[src/rtl/csr_defs.sv]
// ============================================================================
// Module : csr_defs (package)
// Brief  : CSR addresses, mstatus bit positions and cause codes for csr_file.
// Rev    : 1.0  initial release
// ============================================================================
`default_nettype none

package csr_defs;

    localparam logic [11:0] CSR_MSTATUS   = 12'h300;
    localparam logic [11:0] CSR_MTVEC     = 12'h305;
    localparam logic [11:0] CSR_MEPC      = 12'h341;
    localparam logic [11:0] CSR_MCAUSE    = 12'h342;
    localparam logic [11:0] CSR_MCYCLE    = 12'hB00;
    localparam logic [11:0] CSR_MCYCLEH   = 12'hB80;
    localparam logic [11:0] CSR_MVENDORID = 12'hF11;
    localparam logic [11:0] CSR_MARCHID   = 12'hF12;

    localparam int MSTATUS_MIE    = 3;
    localparam int MSTATUS_MPIE   = 7;
    localparam int MSTATUS_MPP_LO = 11;

    localparam logic [31:0] CAUSE_ECALL_M = 32'd11;

    // Only M-mode exists, so the privilege fields are pinned at 2'b11.
    function automatic logic [31:0] mstatus_pack(input logic mie, input logic mpie);
        logic [31:0] v;
        v                      = '0;
        v[MSTATUS_MIE]         = mie;
        v[MSTATUS_MPIE]        = mpie;
        v[MSTATUS_MPP_LO+1 -: 2] = 2'b11;
        return v;
    endfunction

endpackage

`default_nettype wire

[src/rtl/csr_mcycle_counter.sv]
// ============================================================================
// Module : csr_mcycle_counter
// Brief  : 64-bit free-running cycle counter with independent half writes.
// Rev    : 1.0  initial release
// ============================================================================
`default_nettype none

module csr_mcycle_counter #(
    parameter int XLEN = 32
) (
    input  logic              clk,
    input  logic              rst,
    input  logic              wen_lo_i,
    input  logic              wen_hi_i,
    input  logic [XLEN-1:0]   wdata_i,
    output logic [2*XLEN-1:0] count_o
);

    logic [XLEN-1:0] lo_q, lo_d;
    logic [XLEN-1:0] hi_q, hi_d;
    logic [XLEN:0]   w_lo_inc;

    assign w_lo_inc = {1'b0, lo_q} + {{XLEN{1'b0}}, 1'b1};

    // A high-half write overrides the carry; a low-half write freezes the count.
    always_comb begin
        lo_d = w_lo_inc[XLEN-1:0];
        hi_d = hi_q + {{(XLEN-1){1'b0}}, w_lo_inc[XLEN]};
        if (wen_lo_i) begin
            lo_d = wdata_i;
            hi_d = hi_q;
        end else if (wen_hi_i) begin
            hi_d = wdata_i;
        end
    end

    always_ff @(posedge clk) begin
        if (rst) begin
            lo_q <= '0;
            hi_q <= '0;
        end else begin
            lo_q <= lo_d;
            hi_q <= hi_d;
        end
    end

    assign count_o = {hi_q, lo_q};

endmodule

`default_nettype wire

[src/rtl/csr_file.sv]
// ============================================================================
// Module : csr_file
// Brief  : Machine-mode CSR storage, trap entry/return and redirect targets.
// Rev    : 1.0  initial release
// ============================================================================
`default_nettype none

module csr_file
    import csr_defs::*;
#(
    parameter int          XLEN          = 32,
    parameter logic [31:0] MVENDORID_VAL = 32'h7973_7978,
    parameter logic [31:0] MARCHID_VAL   = 32'h0,
    parameter logic [31:0] MTVEC_RST     = 32'h0
) (
    input  logic            clk,
    input  logic            rst,
    input  logic [11:0]     csr_addr,
    input  logic            csr_ren,
    input  logic            csr_wen,
    input  logic [XLEN-1:0] csr_wdata,
    output logic [XLEN-1:0] csr_rdata,
    output logic            csr_illegal,
    input  logic            ecall,
    input  logic            mret,
    input  logic [XLEN-1:0] pc,
    output logic [XLEN-1:0] trap_pc,
    output logic [XLEN-1:0] mret_pc
);

    logic            mie_q, mie_d;
    logic            mpie_q, mpie_d;
    logic [XLEN-1:0] mtvec_q, mtvec_d;
    logic [XLEN-1:0] mepc_q, mepc_d;
    logic [XLEN-1:0] mcause_q, mcause_d;

    logic              w_impl;
    logic              w_ro;
    logic              w_wr;
    logic [2*XLEN-1:0] w_mcycle;

    assign w_ro = (csr_addr[11:10] == 2'b11);
    assign w_wr = csr_wen & ~ecall & ~mret & w_impl & ~w_ro;

    always_comb begin
        w_impl    = 1'b1;
        csr_rdata = '0;
        case (csr_addr)
            CSR_MSTATUS:   csr_rdata = mstatus_pack(mie_q, mpie_q);
            CSR_MTVEC:     csr_rdata = mtvec_q;
            CSR_MEPC:      csr_rdata = mepc_q;
            CSR_MCAUSE:    csr_rdata = mcause_q;
            CSR_MCYCLE:    csr_rdata = w_mcycle[XLEN-1:0];
            CSR_MCYCLEH:   csr_rdata = w_mcycle[2*XLEN-1:XLEN];
            CSR_MVENDORID: csr_rdata = MVENDORID_VAL;
            CSR_MARCHID:   csr_rdata = MARCHID_VAL;
            default:       w_impl    = 1'b0;
        endcase
    end

    assign csr_illegal = csr_ren & (~w_impl | (csr_wen & w_ro));

    // Trap entry dominates trap return, which dominates software writes.
    always_comb begin
        mie_d    = mie_q;
        mpie_d   = mpie_q;
        mtvec_d  = mtvec_q;
        mepc_d   = mepc_q;
        mcause_d = mcause_q;
        if (ecall) begin
            mepc_d   = {pc[XLEN-1:2], 2'b00};
            mcause_d = CAUSE_ECALL_M;
            mpie_d   = mie_q;
            mie_d    = 1'b0;
        end else if (mret) begin
            mie_d  = mpie_q;
            mpie_d = 1'b1;
        end else if (w_wr) begin
            case (csr_addr)
                CSR_MSTATUS: begin
                    mie_d  = csr_wdata[MSTATUS_MIE];
                    mpie_d = csr_wdata[MSTATUS_MPIE];
                end
                CSR_MTVEC:  mtvec_d  = {csr_wdata[XLEN-1:2], 2'b00};
                CSR_MEPC:   mepc_d   = {csr_wdata[XLEN-1:2], 2'b00};
                CSR_MCAUSE: mcause_d = csr_wdata;
                default:    ;
            endcase
        end
    end

    always_ff @(posedge clk) begin
        if (rst) begin
            mie_q    <= 1'b0;
            mpie_q   <= 1'b0;
            mtvec_q  <= MTVEC_RST;
            mepc_q   <= '0;
            mcause_q <= '0;
        end else begin
            mie_q    <= mie_d;
            mpie_q   <= mpie_d;
            mtvec_q  <= mtvec_d;
            mepc_q   <= mepc_d;
            mcause_q <= mcause_d;
        end
    end

    csr_mcycle_counter #(
        .XLEN (XLEN)
    ) u_mcycle (
        .clk      (clk),
        .rst      (rst),
        .wen_lo_i (w_wr && (csr_addr == CSR_MCYCLE)),
        .wen_hi_i (w_wr && (csr_addr == CSR_MCYCLEH)),
        .wdata_i  (csr_wdata),
        .count_o  (w_mcycle)
    );

    assign trap_pc = {mtvec_q[XLEN-1:2], 2'b00};
    assign mret_pc = mepc_q;

endmodule

`default_nettype wire

[config.mk]
export PLATFORM = sky130hd
export DESIGN_NAME = csr_file
export DESIGN_NICKNAME = d
export VERILOG_FILES = /design/src/rtl/csr_defs.sv /design/src/rtl/csr_mcycle_counter.sv /design/src/rtl/csr_file.sv
export SDC_FILE = /design/constraint.sdc
export NUM_CORES = 1
export LEC_CHECK = 0
export ABC_AREA = 1
export ABC_CLOCK_PERIOD_IN_PS = 3180
export CAP_MARGIN = 20
export CORE_MARGIN = 5
export CORE_UTILIZATION = 30
export DETAILED_ROUTE_END_ITERATION = 10
export PLACE_DENSITY_LB_ADDON = 0.25
export REMOVE_ABC_BUFFERS = 1
export SETUP_SLACK_MARGIN = 0.2
export SLEW_MARGIN = 20
export SYNTH_ARGS = -nofsm -noshare
export SYNTH_HDL_FRONTEND = slang
export SYNTH_HIERARCHICAL = 1
export SYNTH_SLANG_ARGS = --single-unit
[constraint.sdc]
create_clock -name clk -period 3.18 [get_ports clk]
set_clock_uncertainty 0.05 [all_clocks]
set_input_delay 0.318 -clock clk [delete_from_list [all_inputs] [get_ports clk]]
set_output_delay 0.318 -clock clk [all_outputs]
set_load 0.02 [all_outputs]
==> results of run 1 <==
critical path: stages:
cell and delay, ns:
clkdlybuf4s50_1 0.54, nand2_1 0.09, nor2_2 0.20, nand3_1 0.21, inv_2 0.14, buf_4 0.19
a22o_1 0.16, nor2_1 0.04, nand3_1 0.09, clkdlybuf4s50_1 0.61
layer usage:
layer | routed length, µm | share of wire | up-vias
met1 | 18500 | 0.47 | 5040
met4 | 419 | 0.011 | 2
li1 | - | - | 5508
met2 | 18100 | 0.46 | 291
met5 | 7 | 0.00018 | -
met3 | 2230 | 0.057 | 27
final cells by class:
type	count	area, µm²	share of cell area
sequential	158	3170	0.241
inverter	179	672	0.0512
clock buffer	17	425	0.0324
timing repair buffer	239	2380	0.182
multi-input combinational	1218	5720	0.435
clock inverter	15	206	0.0157
tap	442	553	0.0421
per-stage QoR:
stage          setup TNS [ns]  hold WS [ns]  power [W]  utilization  cell area, µm²
6_report                    0         0.405    0.00476        0.405           13100
5_1_grt                     0         0.418    0.00494        0.405           13100
4_1_cts                     0         0.383    0.00480        0.399           13000
3_5_place_dp                0         0.433    0.00252        0.380           12300
3_3_place_gp                0         0.426    0.00252        0.380           12300
2_1_floorplan          -81.97         0.337    0.00225            -            9450
state kept, by name, indices dropped and copies added, names as in the netlist:
signal,count
mie_q,1
u_mcycle/lo_q,32
mret_pc,30
mpie_q,1
u_mcycle/hi_q,32
mtvec_q,30
mcause_q,32
cells by family after synthesis:
logic type	count (synthesis)	synth area share
DFF	158	0.321
adders and majority gates	3	0.00381
buffers and inverters	262	0.109
AOI/OAI and AO/OA	242	0.139
and+or+nand+nor	947	0.407
other	1	0.000381
xor gates and xnor gates	22	0.0196
placed cells by master, fill, tap and decap left out, types with 14 or more instances in the layout:
cell type and count:
o21ai_0 84, inv_1 168, dlymetal6s2s_1 14, clkbuf_16 17
o211ai_1 14, nor2_4 16, nand3_1 105, nor2_1 291
clkdlybuf4s50_1 142, a21oi_1 89, dfxtp_1 154, nand3b_1 17
nand2_1 468, buf_4 55
repair_timing:
| action | CTS | global route |
|---|---|---|
| setup buffers | 0 | 4 |
| endpoints found under the setup margin | 15 | 36 |
| gates resized for setup | 15 | 40 |
| pin swaps | 1 | 14 |
worst max-delay path by stage:
stage / cells past startpoint / slack (ns) / endpoint
floorplan: 11 / -1.40 / u_mcycle/hi_q[15]$_SDFFE_PP0N_
global placement: 11 / 0.16 / csr_rdata[20]
detailed placement: 11 / 0.15 / csr_rdata[20]
CTS: 12 / 0.20 / csr_rdata[9]
global route: 10 / 0.11 / csr_rdata[17]
finish: 10 / 0.22 / csr_rdata[17]
power by group through the flow:
stage | logic, W | registers [W] | clock network (W)
after floorplan | 0.000148 | 0.00210 | 0
after global placement | 0.000440 | 0.00208 | 0
after detailed placement | 0.000445 | 0.00208 | 0
after CTS | 0.000448 | 0.00203 | 0.00233
after global routing | 0.000490 | 0.00204 | 0.00241
final | 0.000446 | 0.00203 | 0.00228
==> key figures, run 1 <==
Status
  • Status: complete, no violations

Routing
  • DRC: 0
  • Routed len/inst: 17.3 µm
  • DRT antenna net count: 0
  • Routed WL: 39.3 mm
  • DRT iter0 DRCs: about 650
  • Drt via density: 4.79
  • DR pass1 iterations: 5
  • Routed vias: 10,900

Timing
  • Setup Viol. Count Final: 0
  • Setup WS post-layout: 0.218 ns
  • Worst-margin pin slew: around 0.95 ns
  • RSZ-0062 raised after global routing: true
  • Fmax: 338 MHz
  • Final slew viol count: 0
  • Minimum clock period: 2.96 ns
  • Final Hold Fails: 0
  • Final period util: 0.931
  • Worst relative slew slack: 0.364

Pwr
  • Clk pwr share: 0.479
  • Net Sw Power: 0.00122 W
  • LEAKAGE: 6.02 nW
  • Part of the power in registers: 0.427
  • P_int: 0.00353 W
  • Pwr Density: 362 nW/µm²
  • Worst VDD drop: between 0.0003 and 0.0004 V
  • Combinational fraction of design power: 0.094
  • Proportion of total power due to net switching: 0.257

Floorplan
  • Initial Utilization: 0.303
  • Die area: 36,500 µm²
  • # rows: 66
  • Die width: 191 µm
  • Die H: 191 µm
  • Core footprint: 32,500 µm²
  • I/O pins: 179

GRT
  • Grt ovf: 0
  • Routing usage on met3: 0.0369
  • All-Layer GR Usage: 0.212
  • Initial antenna violation count: 1
  • Vias in the first global route: 10,400
  • Grt peak-use layer: met2
  • Largest net degree at the start of global routing: 47
  • Met1 Use GR: 0.293
  • Wire length of the first global-routing pass: 60.6 mm
  • GR Layer Usage met2: 0.350

Logic synthesis
  • Post-synth ARST share: 0
  • Cells after Synth: 1,635
  • Area share of the largest cell type after synthesis: 0.321
  • Syn. warnings: 6
  • Main synth FF type: dfxtp_1
  • Count leader, synth: nand2_1
  • EDFF count, synth: 0
  • Distinct cells, synth: 44
  • #FFs+latches synth: 158
  • Post-synth top cells: nand2_1 (471), nor2_1 (295), inv_1 (172), dfxtp_1 (158), nand3_1 (108)
  • Area leader, netlist: dfxtp_1
  • Seq/Total Area, Yosys: 0.321
  • Synthesized cell area: 9850 µm²
  • Avg Cell Area, Syn: 6.02 µm²
  • Top post-synthesis cells by area: dfxtp_1 (32%), nand2_1 (18%), nor2_1 (11%)

Layout
  • Filler cells: ~3,500
  • Ant diodes: 0
  • Nets: 1,898
  • Share of layout cells above drive strength 1: 0.0991
  • Area Growth Syn to Fin: 33.3%
  • Cell Count, Final, Fillers Out: 2,268

Clock tree
  • Total CTS buffers: 17
  • Clock transition at the registers of the reported paths: 0.07 ns
  • Num Clock Sinks: 158
  • Root buf cell: clkbuf_16
  • CTS Hold Bufs: 0
  • Clock latency on the worst-skew pair: 0.43 ns
  • CTS tree: built
  • Max H-tree Level: 4
  • Max Buffers Root-to-Sink: 2

Worst setup path
  • Startpoint Class: input pin
  • CP max FO: 6
  • FF-to-FF setup slack: 0.37 ns
  • Worst r2r src: u_mcycle/lo_q[1]$_SDFF_PP0_
  • CP startpoint: csr_addr[6]
  • CP endpoint kind: output port
  • Reg2Reg Depth: 17
  • Crit path kind: input pin to output port
  • Crit path arrival time: 2.59 ns
  • Worst Path Required: 2.81 ns
  • RR Endpoint: u_mcycle/hi_q[26]$_SDFFE_PP0N_

Hold path
  • Hold EP: mret_pc[31]$_SDFFE_PP0P_
  • Min-Delay Path Depth: 2
  • Worst Hold Class: input pin to flop
  • Hold Path Origin: rst

Placed design
  • Place WS: 0.147 ns
  • Dpl cells: 2,232
  • I/O Buffers: 172
  • Placer Congestion: just under 1
  • Post-DP HPWL: roughly 30 mm

Run
  • Total of max-cap violations: 0
No activity file was read; power rests on OpenSTA's default activity.
==> inputs of run 2 (changes only) <==
ABC_AREA = default   (was 1)
CTS_BUF_LIST = sky130_fd_sc_hd__clkbuf_4 sky130_fd_sc_hd__clkbuf_8   (was default)
==> key figures, run 2 <==
Status
  • Status: complete, no violations

Hold path
  • Worst Hold Class: input pin to flop

Logic synthesis
  • Post-synth top cells: dfxtp_1 (158), a21oi_1 (122), o21ai_0 (87), nor2_1 (86), nand3_1 (82)
  • Distinct cells, synth: 74
  • Seq/Total Area, Yosys: 0.349
  • Synthesized cell area: a little over 9000 µm²
  • Syn. warnings: 6
  • Avg Cell Area, Syn: 8.06 µm²
  • Post-synth ARST share: 0
  • Area leader, netlist: dfxtp_1
  • Count leader, synth: dfxtp_1
  • #FFs+latches synth: 158
  • Main synth FF type: dfxtp_1
  • Cells after Synth: 1,124
  • Area share of the largest cell type after synthesis: 0.349
  • EDFF count, synth: 0
  • Top post-synthesis cells by area: dfxtp_1 (35%), a21oi_1 (6.7%), mux2i_1 (6.0%)

GRT
  • Grt ovf: 0
  • All-Layer GR Usage: 0.205
  • Largest net degree at the start of global routing: 69
  • Initial antenna violation count: 0
  • Vias in the first global route: 9,415
  • Wire length of the first global-routing pass: between 50 and 60 mm

Timing
  • Final Hold Fails: 0
  • Final period util: 0.918
  • Setup Viol. Count Final: 0
  • Worst relative slew slack: 0.502
  • Worst-margin pin slew: 0.747 ns
  • RSZ-0062 raised after global routing: true
  • Final slew viol count: 0
  • Hold WS: 0.196 ns
  • Minimum clock period: 2.92 ns
  • Fmax: 343 MHz

Layout
  • Nets: 1,419
  • Most frequent cells in the layout: dfxtp_1 (154), clkdlybuf4s50_1 (136), a21oi_1 (122), buf_4 (109), o21ai_0 (87)
  • Filler cells: about 3,000
  • Area of the multi-input gates: roughly 5400 µm²
  • Post-layout util: 0.418
  • Storage cell area: 3170 µm²
  • Most common cell after layout, fill and taps aside: dfxtp_1
  • Final Instance Area: 12,400 µm²
  • Ant diodes: 0
  • Area Growth Syn to Fin: 37.1%
  • Share of layout cells above drive strength 1: 0.170
  • Biggest regs: mcause_q (32), u_mcycle/hi_q (32), u_mcycle/lo_q (32)

Worst setup path
  • Crit-path cells: clkdlybuf4s50_1 -> buf_12 -> or2_2 -> or4_1 -> o221ai_1 -> a221o_1 -> clkdlybuf4s15_1
  • CP max FO: 4
  • Crit path arrival time: 2.55 ns
  • Worst Path Required: 2.81 ns
  • Crit path kind: input pin to output port
  • Startpoint Class: input pin
  • CP endpoint kind: output port
  • Slowest cell on crit path: or4_1
  • CP peak stage delay: approximately 0.62 ns

Pwr
  • Worst VDD drop: 0.000273 V
  • Pwr Density: 340 nW/µm²
  • Clk pwr share: 0.403
  • Part of the power in registers: 0.484
  • LEAKAGE: around 4.5 nW
  • Net Sw Power: ~0.0012 W
  • Combinational fraction of design power: 0.113
  • Power Total: 0.00423 W
  • Proportion of total power due to net switching: 0.277
  • P_int: 0.00305 W

Routing
  • Routed vias: a little under 10,000
  • DRT iter0 DRCs: 643
  • Drt via density: 5.61
  • DRC: 0
  • DR pass1 iterations: 5
  • Routed WL: 36.0 mm
  • DRT antenna net count: 0
  • Routed len/inst: 20.7 µm

Clock tree
  • Max Buffers Root-to-Sink: 2
  • Clock transition at the registers of the reported paths: ~0.1 ns
  • CTS Hold Bufs: 0
  • Total CTS buffers: 17
  • CTS tree: built
  • Max H-tree Level: 4
  • Num Clock Sinks: 158
  • Clock latency on the worst-skew pair: 0.47 ns
  • Root buf cell: clkbuf_8

Floorplan
  • Die H: 184 µm
  • I/O pins: 179
  • Core footprint: 29,700 µm²
  • Die area: 33,800 µm²
  • Initial Utilization: 0.305
  • # rows: 63
  • Die width: 184 µm

Placed design
  • Placer Congestion: 0.889
  • DP Area: about 12,000 µm²
  • I/O Buffers: 172
  • Post-DP HPWL: 25.2 mm

Run
  • Total of max-cap violations: 0
run 2: changes by cell type after synthesis, moves of 31 or more:
| cell | delta |
|---|---|
| nand2_1 | -413 |
| nor2_1 | -209 |
| inv_1 | -155 |
| mux2i_1 | +54 |
| a211oi_1 | +46 |
| clkbuf_1 | +33 |
| a21oi_1 | +32 |
| nor3_1 | +31 |
run 2: logic make-up (layout without fill, tap and decap cells):
group                    after synthesis  after routing  synth area share
adder cells (fa/ha/maj)                3              3           0.00414
flip-flops                           158            158             0.349
buffers and inverters                129            349            0.0622
other                                  1              4          0.000414
multiplexers                          68             68            0.0771
AO/OA/AOI/OAI                        377            377             0.272
AND/OR/NAND/NOR                      360            360             0.208
XOR/XNOR                              28             28            0.0271
run 2: metal layers:
metal	vias up	GRT usage	routed length, µm
li1	4650	-	-
met1	4683	0.285	16500
met2	366	0.327	16400
met3	42	0.0394	2470
met4	0	0.0535	631
met5	-	0	0
run 2: final timing paths:
path	startpoint	to	slack, ns	depth (start not counted)
setup / recovery	csr_addr[7]	csr_rdata[12]	0.26	7
setup reg to reg	u_mcycle/lo_q[11]$_SDFF_PP0_	u_mcycle/hi_q[28]$_SDFFE_PP0N_	0.32	13
hold / removal	rst	mtvec_q[23]$_SDFFE_PP0P_	0.20	2
hold reg to reg	mcause_q[27]$_SDFFE_PP0P_	mcause_q[27]$_SDFFE_PP0P_	0.43	2
run 2: power by group through the flow:
stage | Combinational [W] | Sequential, W | Clock [W]
final | 0.000477 | 0.00205 | 0.00170
after global routing | 0.000510 | 0.00205 | 0.00182
after CTS | 0.000478 | 0.00205 | 0.00174
after detailed placement | 0.000476 | 0.00209 | 0
after global placement | 0.000475 | 0.00209 | 0
after floorplan | 0.000123 | 0.00211 | 0
run 2: per-stage QoR:
stage	cells	setup WS, ns	setup TNS, ns
finish	1737	0.262	0
global route	1737	0.157	0
CTS	1734	0.0289	0
detailed placement	1701	-0.0943	-0.885
global placement	1701	-0.0600	-0.714
floorplan	1017	-1.33	-58.08
run 2: area by class of cell:
type | count | share of cell area
clock buffers | 19 | 0.0205
clock inverters | 13 | 0.0144
inverters | 19 | 0.00574
multi-input cells | 840 | 0.438
flip-flops and latches | 158 | 0.255
well taps | 390 | 0.0393
repair buffers | 298 | 0.227
run 2: timing repair:
action	4_1_cts	5_1_grt
endpoints found under the setup margin	47	39
setup buffers	1	3
gates resized for setup	41	41
pin swaps	2	7
run 2: critical path: cells and delay by family:
kind	cells	cell delay, ns
buffers and inverters	3	0.92
AO/OA/AOI/OAI	2	0.40
AND/OR/NAND/NOR	2	0.90
==> inputs of run 3 (changes only) <==
ABC_AREA = 1   (was default)
==> key figures, run 3 (synthesized netlist as in run 1, its figures left out) <==
Status
  • Status: complete, no violations

Floorplan
  • # rows: 66
  • I/O pins: around 180
  • Initial Utilization: 0.303
  • Core footprint: 32,500 µm²
  • Die area: 36,500 µm²
  • Die width: 191 µm
  • Die H: about 190 µm

GRT
  • Grt ovf: 0
  • Largest net degree at the start of global routing: 47
  • All-Layer GR Usage: 0.212
  • Wire length of the first global-routing pass: roughly 60 mm
  • Vias in the first global route: about 10,000
  • Initial antenna violation count: 1

Layout
  • Cell Count, Final, Fillers Out: 2,269
  • Area of the multi-input gates: 5710 µm²
  • Biggest regs: mcause_q (32), u_mcycle/hi_q (32), u_mcycle/lo_q (32)
  • Storage cell area: 3170 µm²
  • Most frequent cells in the layout: nand2_1 (469), nor2_1 (291), inv_1 (168), dfxtp_1 (154), clkdlybuf4s50_1 (143)
  • Most common cell after layout, fill and taps aside: nand2_1
  • Nets: 1,899
  • Ant diodes: 0
  • Area Growth Syn to Fin: 31.4%
  • Share of layout cells above drive strength 1: 0.0991
  • Filler cells: 3,548
  • Post-layout util: 0.399

Pwr
  • P_int: 0.00307 W
  • Proportion of total power due to net switching: 0.275
  • Part of the power in registers: 0.479
  • Net Sw Power: 0.00117 W
  • Pwr Density: between 300 and 400 nW/µm²
  • LEAKAGE: ~6 nW
  • Clk pwr share: 0.416
  • Combinational fraction of design power: 0.105
  • Worst VDD drop: 0.000283 V

Placed design
  • Place WS: around 0.15 ns
  • Post-DP HPWL: 29.8 mm
  • Dpl cells: 2,232
  • Placer Congestion: 0.986
  • I/O Buffers: 172

Run
  • Total of max-cap violations: 0

Routing
  • Routed vias: 10,900
  • Max layer used: met5
  • DR pass1 iterations: 5
  • DRT antenna net count: 0
  • DRT iter0 DRCs: 644
  • Routed WL: around 39 mm
  • M1 WL: 18.7 mm
  • DRC: 0
  • Met2 wire length: between 15 and 20 mm
  • Drt via density: 4.78
  • Met3 wire length: between 2 and 2.5 mm
  • Routed len/inst: 17.3 µm

Hold path
  • Hold Path Origin: ecall
  • Worst Hold Class: input pin to flop

Worst setup path
  • Crit-path leading delay family: buffers and inverters
  • Worst r2r src: u_mcycle/lo_q[1]$_SDFF_PP0_
  • Worst Path Required: 2.81 ns
  • CP endpoint kind: output port
  • Slowest cell on crit path: clkdlybuf4s50_1
  • Startpoint Class: input pin
  • WP buf/inv: 4
  • Crit-path cells: clkdlybuf4s50_1 -> nand2_1 -> nor2_2 -> nand3_1 -> inv_2 -> buf_4 -> a22o_1 -> nor2_1 -> nand3_1 -> clkdlybuf4s50_1
  • CP max FO: 6
  • Crit path kind: input pin to output port
  • Crit path arrival time: 2.59 ns
  • CP startpoint: csr_addr[6]
  • CP peak stage delay: 0.61 ns

Timing
  • Worst relative slew slack: 0.357
  • Final slew viol count: 0
  • Fmax: 338 MHz
  • RSZ-0062 raised after global routing: true
  • Minimum clock period: 2.96 ns
  • Final Hold Fails: 0
  • Final period util: 0.930
  • Hold WS: 0.373 ns
  • Setup WS post-layout: 0.222 ns
  • Setup Viol. Count Final: 0
  • Worst-margin pin slew: 0.965 ns
  • Setup TNS: 0 ns

Clock tree
  • Total CTS buffers: 17
  • Clock latency on the worst-skew pair: 0.48 ns
  • Clock transition at the registers of the reported paths: 0.10 ns
  • Root buf cell: clkbuf_8
  • Num Clock Sinks: 158
  • CTS tree: built
  • CTS Hold Bufs: 0
  • Max H-tree Level: 4
  • Max Buffers Root-to-Sink: 2
[run 3: changes by cell type in the layout (fill, tap and decap cells not counted), moves of 25 or more]
cell	before	now
a211oi_1	47	2
a21oi_1	122	89
buf_4	109	56
inv_1	17	168
mux2i_1	54	0
nand2_1	57	469
nand3_1	80	105
nor2_1	86	291
nor3_1	31	2
[run 3: metal layers]
| metal | up-vias | global-route usage |
|---|---|---|
| met5 | - | 0 |
| met4 | 2 | 0.0436 |
| met3 | 30 | 0.0380 |
| met2 | 297 | 0.348 |
| met1 | 5018 | 0.292 |
| li1 | 5505 | - |
[run 3: metrics by stage]
stage	instance area (µm²)	total power (W)
6_report	12900	0.00424
5_1_grt	12900	0.00441
4_1_cts	12800	0.00428
3_5_place_dp	12300	0.00252
3_3_place_gp	12300	0.00252
2_1_floorplan	9450	0.00225
[run 3: layout make-up]
| type | count | area share |
|---|---|---|
| Inverter | 179 | 0.0519 |
| Clock inverter | 15 | 0.0160 |
| Multi-Input combinational cell | 1218 | 0.442 |
| Tap cell | 442 | 0.0427 |
| Clock buffer | 17 | 0.0181 |
| Timing Repair Buffer | 240 | 0.185 |
| Sequential cell | 158 | 0.245 |
[run 3: power groups by stage]
stage	combinational (W)	sequential, W	clock (W)
6_report	0.000445	0.00203	0.00176
2_1_floorplan	0.000148	0.00210	0
4_1_cts	0.000447	0.00203	0.00180
3_3_place_gp	0.000440	0.00208	0
3_5_place_dp	0.000445	0.00208	0
5_1_grt	0.000490	0.00204	0.00189
[run 3: what timing repair did]
action,CTS,global route
endpoints found under the setup margin,14,39
gates resized for setup,13,40
pin swaps,0,15
buffers inserted,0,5
hold endpoints to repair,0,0
[run 3: tightest hold or removal path, stage by stage]
cell and delay (ns):
buf_2 0.23, nor2_1 0.15, nand3_1 0.09, a21oi_1 0.06
[run 3: path summary, 6_finish.rpt]
| kind | endpoint | slack [ns] | depth (start not counted) |
|---|---|---|---|
| worst min register to register | mcause_q[17]$_SDFFE_PP0P_ | 0.46 | 2 |
| worst max register to register | u_mcycle/hi_q[26]$_SDFFE_PP0N_ | 0.35 | 17 |
| worst min-delay path | mpie_q$_SDFFE_PP0P_ | 0.37 | 4 |
| worst max-delay path | csr_rdata[17] | 0.22 | 10 |
